### config.mk
export PLATFORM = sky130hd
export DESIGN_NAME = tt_um_serial_add8
export DESIGN_NICKNAME = d
export VERILOG_FILES = /design/src/rtl/tt_serial_pkg.sv /design/src/rtl/ha_cell.sv /design/src/rtl/tt_um_serial_add8.sv
export SDC_FILE = /design/constraint.sdc
export NUM_CORES = 1
export LEC_CHECK = 0
export ABC_AREA = 1
export CORE_AREA = 2 2 73 75
export DETAILED_ROUTE_END_ITERATION = 16
export DIE_AREA = 0 0 75 77
export DONT_BUFFER_PORTS = 1
export GPL_TIMING_DRIVEN = 0
export PLACE_DENSITY = 0.5
export REMOVE_ABC_BUFFERS = 1
export SLEW_MARGIN = 20
export SYNTH_ARGS = -nofsm -noshare
export SYNTH_HDL_FRONTEND = slang
export SYNTH_SLANG_ARGS = --single-unit
### constraint.sdc
create_clock -name clk -period 2.9 [get_ports clk]
set_clock_uncertainty 0.2 [all_clocks]
set_input_delay 0.58 -clock clk [delete_from_list [all_inputs] [get_ports clk]]
set_output_delay 0.58 -clock clk [all_outputs]
set_load 0.05 [all_outputs]
### src/rtl/tt_serial_pkg.sv
// rtl/tt_serial_pkg.sv - shared types and constants for the bit-serial 8-bit adder tile
//
// Purpose: FSM state encoding, operand width, and the bit positions of the
// control (uio_in) and status (uio_out) fields, plus the output-enable mask.
// Ports: none (package).

package tt_serial_pkg;

    localparam int WIDTH = 8;

    // uio_in control bit positions
    localparam int LOAD_A = 0;
    localparam int LOAD_B = 1;
    localparam int START  = 2;
    localparam int CIN    = 3;

    // uio_out status bit positions
    localparam int BUSY = 4;
    localparam int DONE = 5;
    localparam int COUT = 6;
    localparam int OVF  = 7;

    localparam logic [7:0] UIO_OE_MASK = 8'hF0;

    typedef enum logic [1:0] {
        ST_IDLE = 2'd0,
        ST_RUN  = 2'd1,
        ST_DONE = 2'd2
    } state_e;

endpackage

### src/rtl/ha_cell.sv
// rtl/ha_cell.sv - combinational half-adder cell
//
// Purpose: one-bit half adder; two of these plus an OR make a full adder.
// Ports:
//   a, b : operand bits
//   s    : sum bit   (a ^ b)
//   c    : carry bit (a & b)

module ha_cell (
    input  logic a,
    input  logic b,
    output logic s,
    output logic c
);

    assign s = a ^ b;
    assign c = a & b;

endmodule

### src/rtl/tt_um_serial_add8.sv
// rtl/tt_um_serial_add8.sv - bit-serial 8-bit adder tile, LSB-first over 8 cycles
//
// Purpose: operands are loaded byte-wide, then added one bit per enabled
// clock through a single full adder built from two ha_cell instances.
// Ports:
//   clk     : clock, rising edge
//   rst_n   : synchronous active-low reset, overrides ena
//   ena     : clock enable, all state holds when low
//   ui_in   : operand byte
//   uio_in  : control {ignored[7:4], cin, start, load_b, load_a}
//   uo_out  : sum register
//   uio_out : status {ovf, cout, done, busy, 4'b0}
//   uio_oe  : constant 8'hF0

module tt_um_serial_add8
    import tt_serial_pkg::*;
(
    input  logic       clk,
    input  logic       rst_n,
    input  logic       ena,
    input  logic [7:0] ui_in,
    input  logic [7:0] uio_in,
    output logic [7:0] uo_out,
    output logic [7:0] uio_out,
    output logic [7:0] uio_oe
);

    state_e             state_q, state_d;
    logic [WIDTH-1:0]   a_q, a_d;
    logic [WIDTH-1:0]   b_q, b_d;
    logic [WIDTH-1:0]   sum_q, sum_d;
    logic               carry_q, carry_d;
    logic [2:0]         cnt_q, cnt_d;
    logic               cout_q, cout_d;
    logic               c7_q, c7_d;

    logic load_a, load_b, start, cin, any_load;
    logic s1, c1, s, c2, co;

    assign load_a   = uio_in[LOAD_A];
    assign load_b   = uio_in[LOAD_B];
    assign start    = uio_in[START];
    assign cin      = uio_in[CIN];
    assign any_load = load_a | load_b;

    logic unused_ctrl;
    assign unused_ctrl = &{1'b0, uio_in[7:4]};

    // Full adder: first cell adds the operand bits, second folds in the carry.
    ha_cell u_ha0 (.a(a_q[0]), .b(b_q[0]), .s(s1), .c(c1));
    ha_cell u_ha1 (.a(s1),     .b(carry_q), .s(s),  .c(c2));
    assign co = c1 | c2;

    always_comb begin
        state_d = state_q;
        a_d     = a_q;
        b_d     = b_q;
        sum_d   = sum_q;
        carry_d = carry_q;
        cnt_d   = cnt_q;
        cout_d  = cout_q;
        c7_d    = c7_q;

        unique case (state_q)
            ST_IDLE, ST_DONE: begin
                if (any_load) begin
                    if (load_a) a_d = ui_in;
                    if (load_b) b_d = ui_in;
                    state_d = ST_IDLE;
                end else if (start) begin
                    carry_d = cin;
                    cnt_d   = 3'd0;
                    sum_d   = '0;
                    state_d = ST_RUN;
                end
            end
            ST_RUN: begin
                carry_d = co;
                sum_d   = {s, sum_q[WIDTH-1:1]};
                // Rotate so the operands are intact after a full pass,
                // allowing a restart from DONE on the same values.
                a_d     = {a_q[0], a_q[WIDTH-1:1]};
                b_d     = {b_q[0], b_q[WIDTH-1:1]};
                cnt_d   = cnt_q + 3'd1;
                if (cnt_q == 3'd7) begin
                    c7_d    = carry_q;
                    cout_d  = co;
                    state_d = ST_DONE;
                end
            end
            default: state_d = ST_IDLE;
        endcase
    end

    always_ff @(posedge clk) begin
        if (!rst_n) begin
            state_q <= ST_IDLE;
            a_q     <= '0;
            b_q     <= '0;
            sum_q   <= '0;
            carry_q <= 1'b0;
            cnt_q   <= 3'd0;
            cout_q  <= 1'b0;
            c7_q    <= 1'b0;
        end else if (ena) begin
            state_q <= state_d;
            a_q     <= a_d;
            b_q     <= b_d;
            sum_q   <= sum_d;
            carry_q <= carry_d;
            cnt_q   <= cnt_d;
            cout_q  <= cout_d;
            c7_q    <= c7_d;
        end
    end

    // Signed overflow: carry into the MSB differs from carry out of it.
    always_comb begin
        uio_out       = 8'h00;
        uio_out[BUSY] = (state_q == ST_RUN);
        uio_out[DONE] = (state_q == ST_DONE);
        uio_out[COUT] = cout_q;
        uio_out[OVF]  = cout_q ^ c7_q;
    end

    assign uo_out = sum_q;
    assign uio_oe = UIO_OE_MASK;

endmodule
==> load_flow_metrics.sql <==
INSERT INTO impl_metrics (metric_group, metric, value, unit) VALUES
('status', 'status', 'complete, no violations', ''),
('flow_run', 'maximum_capacitance_violations', '0', ''),
('timing', 'timing_max_transition_violations_final', '0', ''),
('clocking', 'post_cts_hold_buffer_count', '0', ''),
('route', 'first_pass_iters', '4', ''),
('route', 'routedWlPerCell', '11.1', 'microns'),
('pwr', 'cellPowerDensity', '645', 'mW/mm^2'),
('yosys', 'synthMostInstantiatedCell', 'nand2_1', ''),
('timing', 'period_minus_slack', '2.56', 'ns'),
('yosys', 'ys_seq_elements', '32', ''),
('yosys', 'synth_warnings', '0', ''),
('timing', 'fin_hold_ws', '0.220', 'ns'),
('clocking', 'clk_pin_slew_worst_paths', '0.07', 'ns'),
('timing', 'slew-limit-headroom', '33.9', '%'),
('die', 'design.die.area', '0.00578', 'sq mm'),
('timing', 'grt_setup_unrepaired', 'false', ''),
('timing', 'layout_worst_path_cycle_share', '88.4', '%'),
('worst_setup_path', 'startpoint', 'cout_q', ''),
('clocking', 'cts_buffers', '5', ''),
('worst_setup_path', 'worstSetupPathType', 'reg -> out', ''),
('final_layout', 'post_route_cells_drive_above_1_share', '9.02', '%'),
('clocking', 'cts_sink_cnt', '32', ''),
('die', 'die-width', '75', 'microns'),
('final_layout', 'final_cells', '314', ''),
('worst_setup_path', 'critical-path-top-delay-family', 'XOR/XNOR gates', ''),
('placement', 'place.detailed.hpwl', '2330', 'microns'),
('worst_hold_path', 'min_path_type', 'in -> reg', ''),
('worst_setup_path', 'critical-path-max-stage-delay', '0.83', 'ns'),
('timing', 'setup_violations', '0', ''),
('route', 'drtAntennaViolNets', '0', ''),
('yosys', 'post_synthesis_instance_area', '0.00171', 'sq mm'),
('clocking', 'htreeDepth', '2', ''),
('yosys', 'ys_async_rst_share', '0', '%'),
('yosys', 'post_synth_inst_count', '251', ''),
('placement', 'gp_congestion', '0.748', ''),
('final_layout', 'ant_diodes', '0', ''),
('worst_setup_path', 'critPathRequiredTime', '2.12', 'ns'),
('timing', 'worst_slew_pin_slew', '0.988', 'ns'),
('die', 'floorplan.io_pins', '43', ''),
('final_layout', 'finalNetCount', '265', ''),
('route', 'detailedRoute.firstIterationViolations', '61', ''),
('die', 'fp.dieH', '77', 'microns'),
('route', 'vias', '1422', ''),
('pwr', 'irDropWorstVdd', '0.285', 'mV'),
('global_routing', 'grt_max_degree', '30', ''),
('die', 'row_count', '26', ''),
('clocking', 'tritoncts', 'done', ''),
('timing', 'fmax', '390', 'MHz'),
('worst_hold_path', 'hold_path_startpoint', 'rst_n', ''),
('final_layout', 'syn2layout_area_growth', '3.58', '%'),
('clocking', 'clock_tree.buffer_depth', '2', ''),
('worst_setup_path', 'timing.critical_path.from_type', 'flip-flop', ''),
('worst_setup_path', 'worst-endpoint-arrival', '1.78', 'ns'),
('global_routing', 'antenna_found_initial', '0', ''),
('global_routing', 'grt_first_pass_wirelength', '5880', 'microns'),
('yosys', 'synth.avg_cell_area', '6.82', 'sq um'),
('yosys', 'post_synth_main_area_contributors', 'dfxtp_1 (37%), nand2_1 (14%), nor2_1 (12%)', ''),
('yosys', 'synthDistinctLibCells', '22', ''),
('yosys', 'register_area_share_after_synthesis', '37.4', '%'),
('pwr', 'power', '0.00114', 'W'),
('placement', 'dpl.cell_count', '306', ''),
('global_routing', 'globalRoute.totalOverflow', '0', ''),
('yosys', 'ys_dominant_reg_cell', 'dfxtp_1', ''),
('route', 'post-route-drc-count', '0', ''),
('yosys', 'synthDominantCellAreaShare', '37.4', '%'),
('worst_setup_path', 'worst-path-buf-inv', '0', ''),
('global_routing', 'vias_in_the_first_global_route', '1314', ''),
('route', 'route.detailed.vias_per_inst', '4.53', ''),
('die', 'fp.coreArea', '0.00498', 'sq mm'),
('yosys', 'synth-edff-count', '0', ''),
('die', 'initial_core_util', '34.4', '%');
sequential cells by signal (all words and copies together) (netlist names):
| signal | count |
|---|---|
| uo_out | 8 |
| a_q | 8 |
| state_q | 2 |
| c7_q | 1 |
| cnt_q | 3 |
| carry_q | 1 |
| b_q | 8 |
| cout_q | 1 |
report_power, final:
part / internal (W) / switching, W
Sequential: 0.000468 / 0.0000376
Combinational: 0.0000437 / 0.000128
Clock: 0.000303 / 0.000163
cell type report:
| type | count | area (sq um) |
|---|---|---|
| Clock buffer | 7 | 96.3 |
| Clock inverter | 1 | 30.0 |
| Fill cell | 550 | 3200 |
| Inverter | 14 | 55.1 |
| Multi-Input combinational cell | 190 | 863 |
| Sequential cell | 32 | 641 |
| Tap cell | 70 | 87.6 |
layer usage:
metal,vias up,part of all wire (%),global-route usage (%)
met5,-,0,0
met4,0,0.37,3.75
met3,2,6.7,4.73
met2,34,45,19.8
met1,644,48,17.1
li1,742,-,-
through the flow:
stage | setup slack (ns) | util [%]
after floorplan | 0.662 | -
after CTS | 0.307 | 35.6
final | 0.337 | 35.6
after detailed placement | 0.623 | 33.1
after global placement | 0.587 | 33.0
after global routing | 0.274 | 35.6
path summary, 6_finish.rpt:
check	to	slack [ns]	depth (start not counted)
worst max-delay path	uio_out[7]	0.34	1
worst min-delay path	cnt_q[2]	0.22	2
worst max register to register	c7_q	0.93	5
worst min register to register	cnt_q[2]	0.29	2
kinds of logic (layout without fill, tap and decap cells):
family / count (synthesis) / in the layout / share of synthesized area [%]
simple gates: 140 / 140 / 34.5
buf+inv: 39 / 22 / 14.5
compound gates: 34 / 34 / 9.94
flops: 32 / 32 / 37.4
fa+ha+maj: 3 / 3 / 2.63
other cells: 2 / 12 / 0.439
xor+xnor: 1 / 1 / 0.512
cells in the final DEF (no fill, tap or decap), drive strengths merged:
master / n
nand4: 1
xor2: 1
nor2: 58
o21ai: 22
dfxtp: 32
a21oi: 12
bufinv: 1
clkbuf: 7
inv: 14
nand3: 14
fa: 1
nand2: 67
conb: 12
ha: 2
(Power assumes the default switching activity.)
